===== src/rtl/alu_pkg.sv =====
// ALU op-code values, FSM state encoding and op-class decode helpers.
// Latency: none (definitions only).
// Backpressure: none (definitions only).
package alu_pkg;

   localparam logic [3:0] OP_ADD  = 4'h0;
   localparam logic [3:0] OP_SUB  = 4'h1;
   localparam logic [3:0] OP_AND  = 4'h2;
   localparam logic [3:0] OP_ORR  = 4'h3;
   localparam logic [3:0] OP_EOR  = 4'h4;
   localparam logic [3:0] OP_RSB  = 4'h5;
   localparam logic [3:0] OP_ADC  = 4'h6;
   localparam logic [3:0] OP_SBC  = 4'h7;
   localparam logic [3:0] OP_RSC  = 4'h8;
   localparam logic [3:0] OP_BIC  = 4'h9;
   localparam logic [3:0] OP_MOV  = 4'hA;
   localparam logic [3:0] OP_MVN  = 4'hB;
   localparam logic [3:0] OP_MUL  = 4'hC;
   localparam logic [3:0] OP_UDIV = 4'hD;

   typedef enum logic [1:0] {
      ST_IDLE = 2'd0,
      ST_ITER = 2'd1,
      ST_DONE = 2'd2
   } state_t;

   // Ops that go through the shared WIDTH+1 adder and produce adder C/V.
   function automatic logic is_arith(input logic [3:0] op);
      case (op)
         OP_ADD, OP_SUB, OP_RSB, OP_ADC, OP_SBC, OP_RSC: is_arith = 1'b1;
         default:                                        is_arith = 1'b0;
      endcase
   endfunction

   // Ops that need the iterative multiply/divide engine.
   function automatic logic is_iter(input logic [3:0] op);
      is_iter = (op == OP_MUL) || (op == OP_UDIV);
   endfunction

endpackage


===== src/rtl/alu_seq_muldiv.sv =====
// Iterative shift-add multiplier (low half) and restoring unsigned divider, 1 bit/cycle.
// Latency: WIDTH iterations after go; last is high during the final iteration cycle.
// Backpressure: none; a go restarts the engine, caller must not pulse go while iterating.
module alu_seq_muldiv
   import alu_pkg::*;
#(
   parameter int WIDTH = 32
) (
   input  logic             CLK,
   input  logic             RESETn,
   input  logic             go,
   input  logic             is_div,
   input  logic [WIDTH-1:0] op_a,
   input  logic [WIDTH-1:0] op_b,
   output logic             last,
   output logic [WIDTH-1:0] result
);
   localparam int CNT_W = $clog2(WIDTH + 1);

   logic [CNT_W-1:0] cnt_q, cnt_d;
   logic             div_q, div_d;
   logic [WIDTH-1:0] acc_q, acc_d;    // product accumulator / partial remainder
   logic [WIDTH-1:0] sh_q, sh_d;      // multiplier (shifts right) / dividend->quotient
   logic [WIDTH-1:0] opnd_q, opnd_d;  // multiplicand (shifts left) / divisor
   logic [WIDTH:0]   trial;
   logic [WIDTH:0]   diff;

   // One multiply or divide step per cycle while the counter is non-zero.
   always_comb begin
      cnt_d  = cnt_q;
      div_d  = div_q;
      acc_d  = acc_q;
      sh_d   = sh_q;
      opnd_d = opnd_q;
      trial  = {acc_q, sh_q[WIDTH-1]};
      diff   = trial - {1'b0, opnd_q};
      if (go) begin
         cnt_d  = CNT_W'(WIDTH);
         div_d  = is_div;
         acc_d  = '0;
         sh_d   = is_div ? op_a : op_b;
         opnd_d = is_div ? op_b : op_a;
      end else if (cnt_q != '0) begin
         cnt_d = cnt_q - 1'b1;
         if (div_q) begin
            // Restore (keep trial) when the subtraction borrows.
            if (!diff[WIDTH]) begin
               acc_d = diff[WIDTH-1:0];
               sh_d  = {sh_q[WIDTH-2:0], 1'b1};
            end else begin
               acc_d = trial[WIDTH-1:0];
               sh_d  = {sh_q[WIDTH-2:0], 1'b0};
            end
         end else begin
            if (sh_q[0]) begin
               acc_d = acc_q + opnd_q;
            end
            opnd_d = opnd_q << 1;
            sh_d   = sh_q >> 1;
         end
      end
   end

   // Engine state registers.
   always_ff @(posedge CLK or negedge RESETn) begin
      if (!RESETn) begin
         cnt_q  <= '0;
         div_q  <= 1'b0;
         acc_q  <= '0;
         sh_q   <= '0;
         opnd_q <= '0;
      end else begin
         cnt_q  <= cnt_d;
         div_q  <= div_d;
         acc_q  <= acc_d;
         sh_q   <= sh_d;
         opnd_q <= opnd_d;
      end
   end

   assign last = (cnt_q == CNT_W'(1));
   // A zero divisor would leave all-ones in the quotient; report 0 instead.
   assign result = div_q ? ((opnd_q == '0) ? '0 : sh_q) : acc_q;

endmodule


===== src/rtl/alu_multicycle.sv =====
// Multicycle execute-stage ALU with registered result/NZCV flags and a Start/Done handshake.
// Latency: 1 cycle for single-cycle ops, WIDTH+1 cycles for MUL/UDIV (accept edge to Done).
// Backpressure: Busy=1 while MUL/UDIV iterates; Start is dropped (not queued) while Busy.
module alu_multicycle
   import alu_pkg::*;
#(
   parameter int WIDTH = 32
) (
   input  logic             CLK,
   input  logic             RESETn,
   input  logic             Start,
   input  logic [3:0]       ALUOp,
   input  logic [WIDTH-1:0] Src_A,
   input  logic [WIDTH-1:0] Src_B,
   input  logic             C_Flag,
   input  logic             Shifter_carryOut,
   output logic             Busy,
   output logic             Done,
   output logic [WIDTH-1:0] ALUResult,
   output logic [3:0]       ALUFlags
);
   state_t           state_q, state_d;
   logic [3:0]       op_q, op_d;
   logic [WIDTH-1:0] a_q, a_d;
   logic [WIDTH-1:0] b_q, b_d;
   logic             cf_q, cf_d;
   logic             sc_q, sc_d;
   logic             busy_q, busy_d;
   logic             done_q, done_d;
   logic [WIDTH-1:0] result_q, result_d;
   logic [3:0]       flags_q, flags_d;

   logic             accept;
   logic             go;
   logic             seq_last;
   logic [WIDTH-1:0] seq_result;
   logic [WIDTH-1:0] add_x, add_y;
   logic             add_cin;
   logic [WIDTH:0]   sum;
   logic [WIDTH-1:0] res;
   logic             c_out, v_out;

   assign accept = Start && !busy_q;
   assign go     = accept && is_iter(ALUOp);

   alu_seq_muldiv #(.WIDTH(WIDTH)) u_seq (
      .CLK    (CLK),
      .RESETn (RESETn),
      .go     (go),
      .is_div (ALUOp == OP_UDIV),
      .op_a   (Src_A),
      .op_b   (Src_B),
      .last   (seq_last),
      .result (seq_result)
   );

   // Select effective addends and carry-in for the shared adder.
   always_comb begin
      add_x   = a_q;
      add_y   = b_q;
      add_cin = 1'b0;
      case (op_q)
         OP_SUB: begin add_y = ~b_q; add_cin = 1'b1; end
         OP_RSB: begin add_x = b_q; add_y = ~a_q; add_cin = 1'b1; end
         OP_ADC: begin add_cin = cf_q; end
         OP_SBC: begin add_y = ~b_q; add_cin = cf_q; end
         OP_RSC: begin add_x = b_q; add_y = ~a_q; add_cin = cf_q; end
         default: ;
      endcase
      sum = {1'b0, add_x} + {1'b0, add_y} + {{WIDTH{1'b0}}, add_cin};
   end

   // Result and C/V for the captured op.
   always_comb begin
      res   = '0;
      c_out = sc_q;
      v_out = 1'b0;
      if (is_arith(op_q)) begin
         res   = sum[WIDTH-1:0];
         c_out = sum[WIDTH];
         v_out = (add_x[WIDTH-1] ~^ add_y[WIDTH-1]) & (add_x[WIDTH-1] ^ sum[WIDTH-1]);
      end else begin
         case (op_q)
            OP_AND:          res = a_q & b_q;
            OP_ORR:          res = a_q | b_q;
            OP_EOR:          res = a_q ^ b_q;
            OP_BIC:          res = a_q & ~b_q;
            OP_MOV:          res = b_q;
            OP_MVN:          res = ~b_q;
            OP_MUL, OP_UDIV: begin res = seq_result; c_out = cf_q; end
            default:         begin res = '0; c_out = 1'b0; end
         endcase
      end
   end

   // FSM next state, operand capture and output register updates.
   always_comb begin
      state_d  = state_q;
      op_d     = op_q;
      a_d      = a_q;
      b_d      = b_q;
      cf_d     = cf_q;
      sc_d     = sc_q;
      busy_d   = busy_q;
      done_d   = 1'b0;
      result_d = result_q;
      flags_d  = flags_q;
      case (state_q)
         ST_ITER: begin
            if (seq_last) begin
               state_d = ST_DONE;
               busy_d  = 1'b0;
            end
         end
         ST_DONE: begin
            done_d   = 1'b1;
            result_d = res;
            flags_d  = {res[WIDTH-1], (res == '0), c_out, v_out};
            state_d  = ST_IDLE;
         end
         default: state_d = ST_IDLE;
      endcase
      // A new op may be accepted in IDLE or DONE (back-to-back issue).
      if (accept) begin
         op_d    = ALUOp;
         a_d     = Src_A;
         b_d     = Src_B;
         cf_d    = C_Flag;
         sc_d    = Shifter_carryOut;
         state_d = is_iter(ALUOp) ? ST_ITER : ST_DONE;
         busy_d  = is_iter(ALUOp);
      end
   end

   // State, captured operands and registered outputs.
   always_ff @(posedge CLK or negedge RESETn) begin
      if (!RESETn) begin
         state_q  <= ST_IDLE;
         op_q     <= '0;
         a_q      <= '0;
         b_q      <= '0;
         cf_q     <= 1'b0;
         sc_q     <= 1'b0;
         busy_q   <= 1'b0;
         done_q   <= 1'b0;
         result_q <= '0;
         flags_q  <= '0;
      end else begin
         state_q  <= state_d;
         op_q     <= op_d;
         a_q      <= a_d;
         b_q      <= b_d;
         cf_q     <= cf_d;
         sc_q     <= sc_d;
         busy_q   <= busy_d;
         done_q   <= done_d;
         result_q <= result_d;
         flags_q  <= flags_d;
      end
   end

   assign Busy      = busy_q;
   assign Done      = done_q;
   assign ALUResult = result_q;
   assign ALUFlags  = flags_q;

endmodule


===== config.mk =====
export PLATFORM = sky130hd
export DESIGN_NAME = alu_multicycle
export DESIGN_NICKNAME = d
export VERILOG_FILES = /design/src/rtl/alu_pkg.sv /design/src/rtl/alu_seq_muldiv.sv /design/src/rtl/alu_multicycle.sv
export SDC_FILE = /design/constraint.sdc
export NUM_CORES = 1
export LEC_CHECK = 0
export CAP_MARGIN = 20
export CORE_MARGIN = 2
export CORE_UTILIZATION = 40
export DETAILED_ROUTE_END_ITERATION = 6
export GPL_TIMING_DRIVEN = 0
export REMOVE_ABC_BUFFERS = 1
export SLEW_MARGIN = 10
export SYNTH_ARGS = -nofsm -noshare
export SYNTH_HDL_FRONTEND = slang
export SYNTH_SLANG_ARGS = --single-unit

===== constraint.sdc =====
create_clock -name CLK -period 7.4 [get_ports CLK]
set_input_delay 1.48 -clock CLK [delete_from_list [all_inputs] [get_ports CLK]]
set_output_delay 1.48 -clock CLK [all_outputs]
set_load 0.01 [all_outputs]

==> summary.md, run 1 <==
| Metric | Value |
|---|---|
| Status | `finished, violations left` |
| Failing checks | `design-rule violations` |
| Clk buf depth | `3` |
| Critical Path Max Stage Delay | `0.63 ns` |
| WP depth | `22` |
| Syn. warnings | `0` |
| Post-Layout Inst Area | `0.0215 mm2` |
| Die Ht | `220 um` |
| Post-Synth Simple-Gate Area | `0.151` |
| Core area | `0.0463 mm2` |
| WHS | `0.469 ns` |
| Cell Area, Synth | `0.0186 mm2` |
| Dpl hpwl | `46.0 mm` |
| Drt pass-1 iters | `7` |
| Largest family of logic cells by synthesized area | `compound AO/OA/AOI/OAI gates` |
| Die Span X | `220 um` |
| RSZ-0062 raised after global routing | `false` |
| CP dominant cell by count | `a21oi_1` |
| Initial antenna violation count | `0` |
| Slew headroom | `0.315` |
| Vias per cell | `6.09` |
| CP delay by family, top | `simple AND/OR/NAND/NOR gates` |
| Final setup viols | `0` |
| CP Max Fanout | `47` |
| Final TNS setup | `0 ns` |
| Total global routing overflow | `0` |
| Non-filler cells, final | `2927` |
| Ys flop type | `dfrtp_1` |
| Starting Density | `0.402` |
| RR Startpoint | `op_q[3]` |
| H-tree levels | `1` |
| Final Max Tran Viols | `0` |
| Root Buffer | `clkbuf_16` |
| Routed via count | `17833` |
| Sink Count | `212` |
| Worst reg2reg path endpoint | `ALUFlags[2]` |
| Share of layout cells above drive strength 1 | `0.0828` |
| Vias in the first global route | `17300` |
| Pleak | `9.55 nW` |
| TritonCTS buffer count | `25` |
| Seq. cell area | `0.00531 mm2` |
| Cell row count | `79` |
| Number of distinct library cells after synthesis | `80` |
| Flops & latches, synth | `212` |
| Leading area contributor after synthesis | `dfrtp_1` |
| Complex-gate fraction of the synthesized area | `0.276` |
| DRT antenna net count | `0` |
| Peak supply drop | `0.206 mV` |
| FMAX | `0.145 GHz` |
| Post-synthesis cell count | `2274` |
| GRT Resource Usage Total | `0.253` |
| Post-synth top area share | `0.285` |
| Mux cell area share after synthesis | `0.106` |
| DRT iter0 DRCs | `1540` |
| FILL cells | `4493` |
| Startpoint types | `register` |
| Worst R2R Setup Slack | `0.49 ns` |
| Max-capacitance violation count | `0` |
| Post-placement cell count | `2882` |
| CTS tree | `yes` |
| Sequential cell area fraction in the yosys report | `0.285` |
| Synth Area in Adders | `0.0911` |
| Synth Area in XOR/XNOR | `0.0365` |
| CP Data Required Time | `7.85 ns` |
| Pwr/cell area | `300 mW/mm2` |
| CP arrival | `7.36 ns` |
| Die Area | `0.0482 mm2` |
| Area contributors post-synth | `dfrtp_1, ha_1, o21ai_0` |
| CP Class | `register to register` |
| CP Capture Type | `register` |
| Fin nets | `2508` |
| Cells along the critical path | `buf_12 -> nor2b_1 -> mux2_2 -> nor2b_4 -> buf_12 -> or2_4 -> a21oi_1 -> a21oi_1 -> fa_1 -> inv_1 -> fa_1 -> a211oi_1 -> nor2_1 -> o21ai_0 -> a21oi_1 -> a2111o_1 -> or4_1 -> nor4_2 -> nand4_1 -> nor4_1 -> nand4_1 -> o41ai_2` |
| Area delta synth->final | `15.6%` |
| Tcrit/Tclk final | `0.933` |
| First-pass GRT wire length | `97.4 mm` |
| DRC | `1` |
| Number of enable-type register cells in the synthesized netlist | `0` |
| Multi-input logic area | `0.0124 mm2` |
| Fin. Hold Viols | `0` |
| Fin crit period | `6.91 ns` |
| CP max stage cell | `dfrtp_2` |
| Clock slew seen by the registers of the worst setup and hold paths | `0.06 ns` |
| Worst-Skew Late Latency | `0.56 ns` |
| Buf/Inv on CP | `3` |
| Placed Area | `0.0206 mm2` |
| Wire per inst | `20.9 um` |
| Final core utilization | `0.465` |
| Worst Hold Launch | `ALUResult[4]` |
| Largest net degree at the start of global routing | `101` |
| IO Pins | `111` |
| N_diodes | `0` |
| Reg2reg path depth | `22` |
| PortBufs | `110` |
| Crit path to | `ALUFlags[2]` |
| Syn avg cell area | `8.18 um2` |
| Slew @ Worst Pin | `1.02 ns` |
| Total Routed Length | `61.1 mm` |
| Worst Setup SP | `op_q[3]` |
| Min-delay worst type | `register to register` |
| Worst Skew | `0.0157 ns` |
| Ys async rst share | `1.00` |
| Global placement routability congestion | `0.942` |
-- repair_timing --
action / in CTS / in global routing
setup endpoints to repair: 1 / 1
setup buffers: 0 / 0
gates resized for setup: 1 / 2
cloned: 0 / 0
pin swaps: 0 / 0
hold buffers: 0 / 0
-- worst reg2reg max path, stage by stage, from the launching register on --
cell	delay, ns
dfrtp_2	0.63
buf_12	0.29
nor2b_1	0.35
mux2_2	0.23
nor2b_4	0.31
buf_12	0.25
or2_4	0.47
a21oi_1	0.13
a21oi_1	0.19
fa_1	0.24
inv_1	0.06
fa_1	0.43
a211oi_1	0.31
nor2_1	0.10
o21ai_0	0.16
a21oi_1	0.06
a2111o_1	0.43
or4_1	0.63
nor4_2	0.49
nand4_1	0.18
nor4_1	0.33
nand4_1	0.20
o41ai_2	0.33
-- final cells by class --
cell class	count	area share
multi-input cells	1793	0.577
clock inverters	13	0.00850
well taps	607	0.0353
repair buffers	141	0.0773
inverters	129	0.0225
clock buffers	32	0.0322
flip-flops and latches	212	0.247
-- layout by cell type (no fill, tap or decap), types with 12 or more instances in the layout --
cell,instances
ha_1,129
a211oi_1,17
a221oi_1,14
dfrtp_1,207
a31oi_1,24
nor3_1,20
o21ai_0,262
nor2b_1,24
nand2b_1,19
clkdlybuf4s50_1,109
a21o_1,32
a21oi_1,162
o211ai_1,57
a22oi_1,66
xor2_1,37
mux2_2,74
nor2_1,168
inv_1,129
and3_1,13
mux2i_1,112
clkbuf_16,25
a32oi_1,12
nor4_1,12
o221ai_1,16
xnor2_1,36
nand2_1,214
o21a_1,13
nand3_1,49
o2111ai_1,13
-- cells in the mapped netlist (all sizes together) (11+ instances only) --
cell     instances
nor2b           27
mux2            74
nand2          215
dfrtp          212
and3            13
ha             129
a21oi          162
nor3            23
nor4            17
o221ai          16
buf             29
a32oi           12
mux2i          113
nand4           11
o21a            13
nand2b          21
a211oi          17
inv            129
a21o            32
o2111ai         13
clkbuf         111
xnor2           37
a22oi           66
a31oi           24
and2            11
a221oi          15
nor2           171
o21ai          263
o211ai          57
xor2            37
nand3           50
-- metrics by stage --
step | setup slack [ns] | total power [mW]
after global routing | 0.0850 | 6.97
after floorplan | -1.16 | 4.02
final | 0.493 | 6.46
after CTS | 0.233 | 6.45
after detailed placement | 0.0137 | 5.09
after global placement | -5.04 | 4.92
-- layer usage --
| layer | share of wire | wire length, um | vias up | GRT usage |
|---|---|---|---|---|
| li1 | - | - | 8446 | - |
| met1 | 0.45 | 27400 | 8630 | 0.351 |
| met2 | 0.46 | 27800 | 668 | 0.410 |
| met3 | 0.067 | 4090 | 89 | 0.0280 |
| met4 | 0.029 | 1760 | 0 | 0.0814 |
| met5 | 0 | 0 | - | 0 |
-- power by group --
group,internal (mW),switching (mW),total (mW)
logic,1.47,1.92,3.39
clock network,0.802,0.534,1.34
registers,1.39,0.341,1.73
-- flip-flops by register name (all words and copies together), names as in the netlist --
name,count
ALUResult,32
a_q,32
b_q,32
u_seq.acc_q,32
u_seq.opnd_q,32
u_seq.sh_q,32
u_seq.cnt_q,6
op_q,4
ALUFlags,3
state_q,2
Busy,1
Done,1
cf_q,1
sc_q,1
u_seq.div_q,1
-- cell families after synthesis --
kind of cell,Yosys count
mux,187
compound gates,796
buf+inv,269
fa+ha+maj,133
flops,212
simple gates,602
xor+xnor,75
-- worst min path at each step --
stage | to | slack [ns] | cells past startpoint
floorplan | a_q[15] | 0.48 | 1
finish | ALUResult[4] | 0.47 | 2
global placement | ALUResult[26] | 0.46 | 2
CTS | ALUResult[4] | 0.48 | 2
detailed placement | ALUResult[4] | 0.46 | 2
global route | ALUResult[26] | 0.49 | 2
No activity file was read; power rests on OpenSTA's default activity.
==> inputs of run 2 (changes only) <==
CAP_MARGIN = unset   (was 20)
==> summary.md, run 2 (synthesis gave the netlist of run 1 again) <==
| Metric | Value |
|---|---|
| PortBufs | `110` |
| Placed Area | `0.0206 mm2` |
| CTS tree | `yes` |
| Final TNS setup | `0 ns` |
| Clock slew seen by the registers of the worst setup and hold paths | `0.06 ns` |
| Reg2reg path depth | `22` |
| Non-filler cells, final | `2930` |
| Vias per cell | `6.07` |
| Status | `complete, no violations` |
| DRT iter0 DRCs | `1410` |
| Total Routed Length | `61.1 mm` |
| Sink Count | `212` |
| RSZ-0062 raised after global routing | `false` |
| IO Pins | `111` |
| Die Area | `0.0482 mm2` |
| Hold path cells | `2` |
| Pwr/cell area | `302 mW/mm2` |
| Slew headroom | `0.305` |
| Setup fix buffers added after clock tree synthesis | `0` |
| Die Ht | `220 um` |
| CP Capture Type | `register` |
| Pleak | `9.56 nW` |
| CP arrival | `7.45 ns` |
| CP Class | `register to register` |
| Root Buffer | `clkbuf_16` |
| Final Max Tran Viols | `0` |
| Worst reg2reg path endpoint | `ALUFlags[2]` |
| Post-Layout Inst Area | `0.0215 mm2` |
| Worst-Skew Late Latency | `0.56 ns` |
| Total global routing overflow | `0` |
| Die Span X | `220 um` |
| Routed via count | `17785` |
| Clk buf depth | `3` |
| Core area | `0.0463 mm2` |
| Buf/Inv on CP | `3` |
| Vias in the first global route | `17150` |
| CP Max Fanout | `47` |
| Global placement routability congestion | `0.942` |
| Fin nets | `2509` |
| Starting Density | `0.402` |
| H-tree levels | `1` |
| Slew @ Worst Pin | `1.04 ns` |
| CP max stage cell | `or4_1` |
| Share of layout cells above drive strength 1 | `0.0839` |
| Initial antenna violation count | `1` |
| Worst Skew | `0.0127 ns` |
| Cell row count | `79` |
| TritonCTS buffer count | `26` |
| CP delay by family, top | `simple AND/OR/NAND/NOR gates` |
| DRC | `0` |
| First-pass GRT wire length | `97.0 mm` |
| RR Startpoint | `op_q[3]` |
| Min-delay worst type | `register to register` |
| Gates resized, CTS repair | `1` |
| FMAX | `0.143 GHz` |
| Max-capacitance violation count | `0` |
| CP dominant cell by count | `a21oi_1` |
| Tcrit/Tclk final | `0.946` |
| Peak supply drop | `0.179 mV` |
| Critical Path Max Stage Delay | `0.63 ns` |
| Post-placement cell count | `2882` |
| N_diodes | `0` |
| Dpl hpwl | `45.9 mm` |
| FILL cells | `4509` |
| Area delta synth->final | `15.7%` |
| DRT antenna net count | `0` |
| Cells along the critical path | `buf_12 -> nor2b_1 -> mux2_2 -> nor2b_4 -> buf_12 -> or2_4 -> a21oi_1 -> a21oi_1 -> fa_1 -> inv_1 -> fa_1 -> a211oi_1 -> nor2_1 -> o21ai_0 -> a21oi_1 -> a2111o_1 -> or4_1 -> nor4_2 -> nand4_1 -> nor4_1 -> nand4_1 -> o41ai_2` |
| Final setup viols | `0` |
| Commonest non-fill, non-tap cell in the layout | `o21ai_0` |
| Fin crit period | `7.00 ns` |
| Startpoint types | `register` |
| Worst Hold Launch | `ALUResult[26]` |
| CP Data Required Time | `7.85 ns` |
| Largest net degree at the start of global routing | `101` |
| Wire per inst | `20.8 um` |
| Worst R2R Setup Slack | `0.40 ns` |
| GRT Resource Usage Total | `0.252` |
| Most frequent cells in the layout | `o21ai_0, nand2_1, dfrtp_1` |
| Drt pass-1 iters | `7` |
| Fin. Hold Viols | `0` |
| Hold Path End | `ALUResult[26]` |
| CTS Hold Bufs | `0` |
## run 2: worst register-to-register path, stage by stage, from the launching register on
cell and delay [ns]:
dfrtp_2 0.56, buf_12 0.26, nor2b_1 0.46, mux2_2 0.27
nor2b_4 0.32, buf_12 0.25, or2_4 0.48, a21oi_1 0.14
a21oi_1 0.18, fa_1 0.24, inv_1 0.06, fa_1 0.43
a211oi_1 0.30, nor2_1 0.10, o21ai_0 0.16, a21oi_1 0.07
a2111o_1 0.45, or4_1 0.63, nor4_2 0.48, nand4_1 0.18
nor4_1 0.33, nand4_1 0.19, o41ai_2 0.34
## run 2: cell type report
type	count	area, um2	share of cell area
multi-input combinational	1793	12400	0.576
sequential	212	5310	0.247
timing repair buffer	141	1660	0.0772
tap	607	759	0.0353
clock buffer	33	738	0.0343
inverter	129	484	0.0225
clock inverter	15	171	0.00796
## run 2: metal layers
| metal | vias up | track usage | wire length [um] |
|---|---|---|---|
| met5 | - | 0 | 0 |
| met4 | 0 | 0.0801 | 1770 |
| met3 | 110 | 0.0271 | 3580 |
| met2 | 599 | 0.412 | 27800 |
| met1 | 8622 | 0.349 | 27900 |
| li1 | 8454 | - | - |
## run 2: worst max-delay path by stage
stage                     startpoint          end  slack [ns]  cells past startpoint
after detailed placement     op_q[3]  ALUFlags[2]       0.008                     22
after global routing         op_q[3]  ALUFlags[2]        0.02                     22
after CTS                    op_q[3]  ALUFlags[2]        0.23                     22
after global placement       op_q[3]  ALUFlags[2]       -5.04                     20
final                        op_q[3]  ALUFlags[2]        0.40                     22
after floorplan              op_q[3]  ALUFlags[2]       -1.16                     20
## run 2: power by group
| part | switching, mW | total, mW | internal [mW] | leakage (nW) |
|---|---|---|---|---|
| clock | 0.550 | 1.36 | 0.812 | 0.440 |
| combinational | 1.93 | 3.40 | 1.47 | 6.37 |
| sequential | 0.345 | 1.74 | 1.39 | 2.75 |
| total | 2.83 | 6.50 | 3.67 | 9.56 |
## run 2: through the flow
step                      worst slack (ns)  utilization  total power [mW]  hold slack [ns]
after floorplan                      -1.16            -              4.02            0.480
after global placement               -5.04        0.431              4.92            0.462
after CTS                            0.230        0.465              6.48            0.483
after detailed placement           0.00808        0.446              5.09            0.468
after global routing                0.0153        0.465              6.99            0.493
final                                0.398        0.465              6.50            0.474
==> inputs of run 3 (changes only) <==
SYNTH_HIERARCHICAL = 1   (was unset)
==> summary.md, run 3 <==
| Metric | Value |
|---|---|
| Status | `complete, no violations` |
| Post-synthesis cell count | `2477` |
| Cell Area, Synth | `0.0191 mm2` |
| DR WL met3 | `3.45 mm` |
| Post-Place Setup Slack | `-0.00713 ns` |
| CP arrival | `7.15 ns` |
| Final core utilization | `0.460` |
| Syn avg cell area | `7.70 um2` |
| Clk buf depth | `3` |
| Total Routed Length | `63.3 mm` |
| Fin. Hold Viols | `0` |
| First-pass GRT wire length | `99.3 mm` |
| Final Max Tran Viols | `0` |
| Worst Hold Launch | `ALUResult[20]` |
| Startpoint types | `register` |
| Post-synth top area share | `0.278` |
| Worst Skew | `0.0164 ns` |
| Die Ht | `222 um` |
| H-tree levels | `1` |
| Dpl hpwl | `47.6 mm` |
| Tcrit/Tclk final | `0.898` |
| Worst R2R Setup Slack | `0.75 ns` |
| RR Startpoint | `op_q[3]` |
| Vias in the first global route | `17660` |
| Flops & latches, synth | `212` |
| Number of enable-type register cells in the synthesized netlist | `0` |
| GRT Resource Usage Total | `0.248` |
| Ys flop type | `dfrtp_1` |
| DRT antenna net count | `0` |
| CP Class | `register to register` |
| WHS | `0.468 ns` |
| Routed via count | `18555` |
| CP Capture Type | `register` |
| Reg2reg path depth | `19` |
| Hold Path End | `ALUResult[20]` |
| Syn. warnings | `6` |
| IO Pins | `111` |
| RSZ-0062 raised after global routing | `false` |
| FMAX | `0.150 GHz` |
| Number of distinct library cells after synthesis | `85` |
| Critical Path Max Stage Delay | `0.80 ns` |
| Final setup viols | `0` |
| Drt pass-1 iters | `7` |
| Fin crit period | `6.65 ns` |
| Most frequent cells in the layout | `nand2_1, o21ai_0, dfrtp_1` |
| Fin nets | `2706` |
| Slew @ Worst Pin | `1.24 ns` |
| Routed wl met2 | `29.4 mm` |
| Ys async rst share | `1.00` |
| Initial antenna violation count | `0` |
| Wire per inst | `20.2 um` |
| Sequential cell area fraction in the yosys report | `0.278` |
| Worst reg2reg path endpoint | `ALUFlags[2]` |
| Highest metal used | `met4` |
| Min-delay worst type | `register to register` |
| DRC | `0` |
| Hold path cells | `2` |
| Non-filler cells, final | `3133` |
| Post-placement cell count | `3083` |
| Area contributors post-synth | `dfrtp_1, o21ai_0, ha_1` |
| Die Span X | `222 um` |
| Sink Count | `212` |
| Starting Density | `0.402` |
| N_diodes | `0` |
| Slew headroom | `0.173` |
| DRT iter0 DRCs | `1761` |
| M1 wire length | `28.5 mm` |
| TritonCTS buffer count | `27` |
| CP Max Fanout | `37` |
| Largest net degree at the start of global routing | `94` |
| Area delta synth->final | `14.3%` |
| Worst-Skew Late Latency | `0.57 ns` |
| Commonest non-fill, non-tap cell in the layout | `nand2_1` |
| Global placement routability congestion | `0.889` |
| Commonest cells post-synth | `nand2_1, o21ai_0, dfrtp_1` |
| CP Data Required Time | `7.90 ns` |
| Root Buffer | `clkbuf_16` |
| Die Area | `0.0495 mm2` |
| CTS tree | `yes` |
| Core area | `0.0474 mm2` |
| Leading area contributor after synthesis | `dfrtp_1` |
| Post-route worst setup slack | `0.753 ns` |
| Top-count cell post-synth | `nand2_1` |
| Vias per cell | `5.92` |
| Clock slew seen by the registers of the worst setup and hold paths | `0.06 ns` |
| Max-capacitance violation count | `0` |
| Share of layout cells above drive strength 1 | `0.0528` |
| Cells along the critical path | `inv_1 -> or3_1 -> a21oi_4 -> or2_4 -> a21oi_1 -> a21oi_1 -> fa_1 -> inv_1 -> fa_1 -> a21o_1 -> a221oi_1 -> xnor2_1 -> a211oi_2 -> nand4_1 -> nor4_2 -> and4_1 -> nand4_1 -> nor4_1 -> a41o_1` |
| Total global routing overflow | `0` |
| CP max stage cell | `dfrtp_4` |
| Cell row count | `80` |
| PortBufs | `110` |
-- run 3: timing repair --
item,4_1_cts,5_1_grt
setup buffers,0,1
pin swaps,0,1
cloned,0,1
resized for setup,1,0
hold buffers,0,0
endpoints found under the setup margin,1,1
-- run 3: logic make-up (layout without fill, tap and decap cells) --
logic type | count (synthesis) | in the layout | synth area share
AOI/OAI and AO/OA | 858 | 859 | 0.283
xor gates and xnor gates | 76 | 76 | 0.0359
adders and majority gates | 133 | 133 | 0.0888
buffers and inverters | 311 | 351 | 0.0656
DFF | 212 | 212 | 0.278
muxes | 145 | 145 | 0.0766
and+or+nand+nor | 742 | 742 | 0.172
-- run 3: how the worst max path moves through the flow --
stage | start | slack (ns) | to
2_1_floorplan | ALUOp[1] | -6.60 | u_seq/opnd_q[0]
3_3_place_gp | Start | -15.90 | u_seq/opnd_q[0]
3_5_place_dp | op_q[3] | -0.007 | ALUFlags[2]
4_1_cts | op_q[3] | 0.21 | ALUFlags[2]
5_1_grt | op_q[3] | 0.29 | ALUFlags[2]
6_report | op_q[3] | 0.75 | ALUFlags[2]
-- run 3: cell type report --
| class | instances | area [um2] |
|---|---|---|
| inverters | 150 | 563 |
| flip-flops and latches | 212 | 5320 |
| repair buffers | 154 | 1690 |
| fillers | 4725 | 25600 |
| clock buffers | 38 | 747 |
| well taps | 615 | 769 |
| clock inverters | 9 | 98.8 |
| multi-input cells | 1955 | 12600 |
-- run 3: through the flow --
stage / setup TNS (ns) / cell area [um2]
floorplan: -421.55 / 18400
global placement: -2280.70 / 20300
detailed placement: -0.00713 / 20900
CTS: 0 / 21800
global route: 0 / 21800
finish: 0 / 21800
-- run 3: routing by layer --
metal | track usage | up-vias
li1 | - | 9006
met1 | 0.344 | 8867
met2 | 0.410 | 580
met3 | 0.0210 | 102
met4 | 0.0825 | 0
met5 | 0 | -
-- run 3: critical path, delay by kind of cell, from the launching register on --
| family | cells | cell delay [ns] |
|---|---|---|
| xor gates and xnor gates | 1 | 0.15 |
| and+or+nand+nor | 7 | 2.30 |
| buffers and inverters | 2 | 0.51 |
| adders and majority gates | 2 | 0.67 |
| DFF | 1 | 0.80 |
| AOI/OAI and AO/OA | 7 | 2.08 |
Power of run 3 is not shown: default switching activity piles up to over one toggle a cycle in this logic, so the estimate is an artifact.
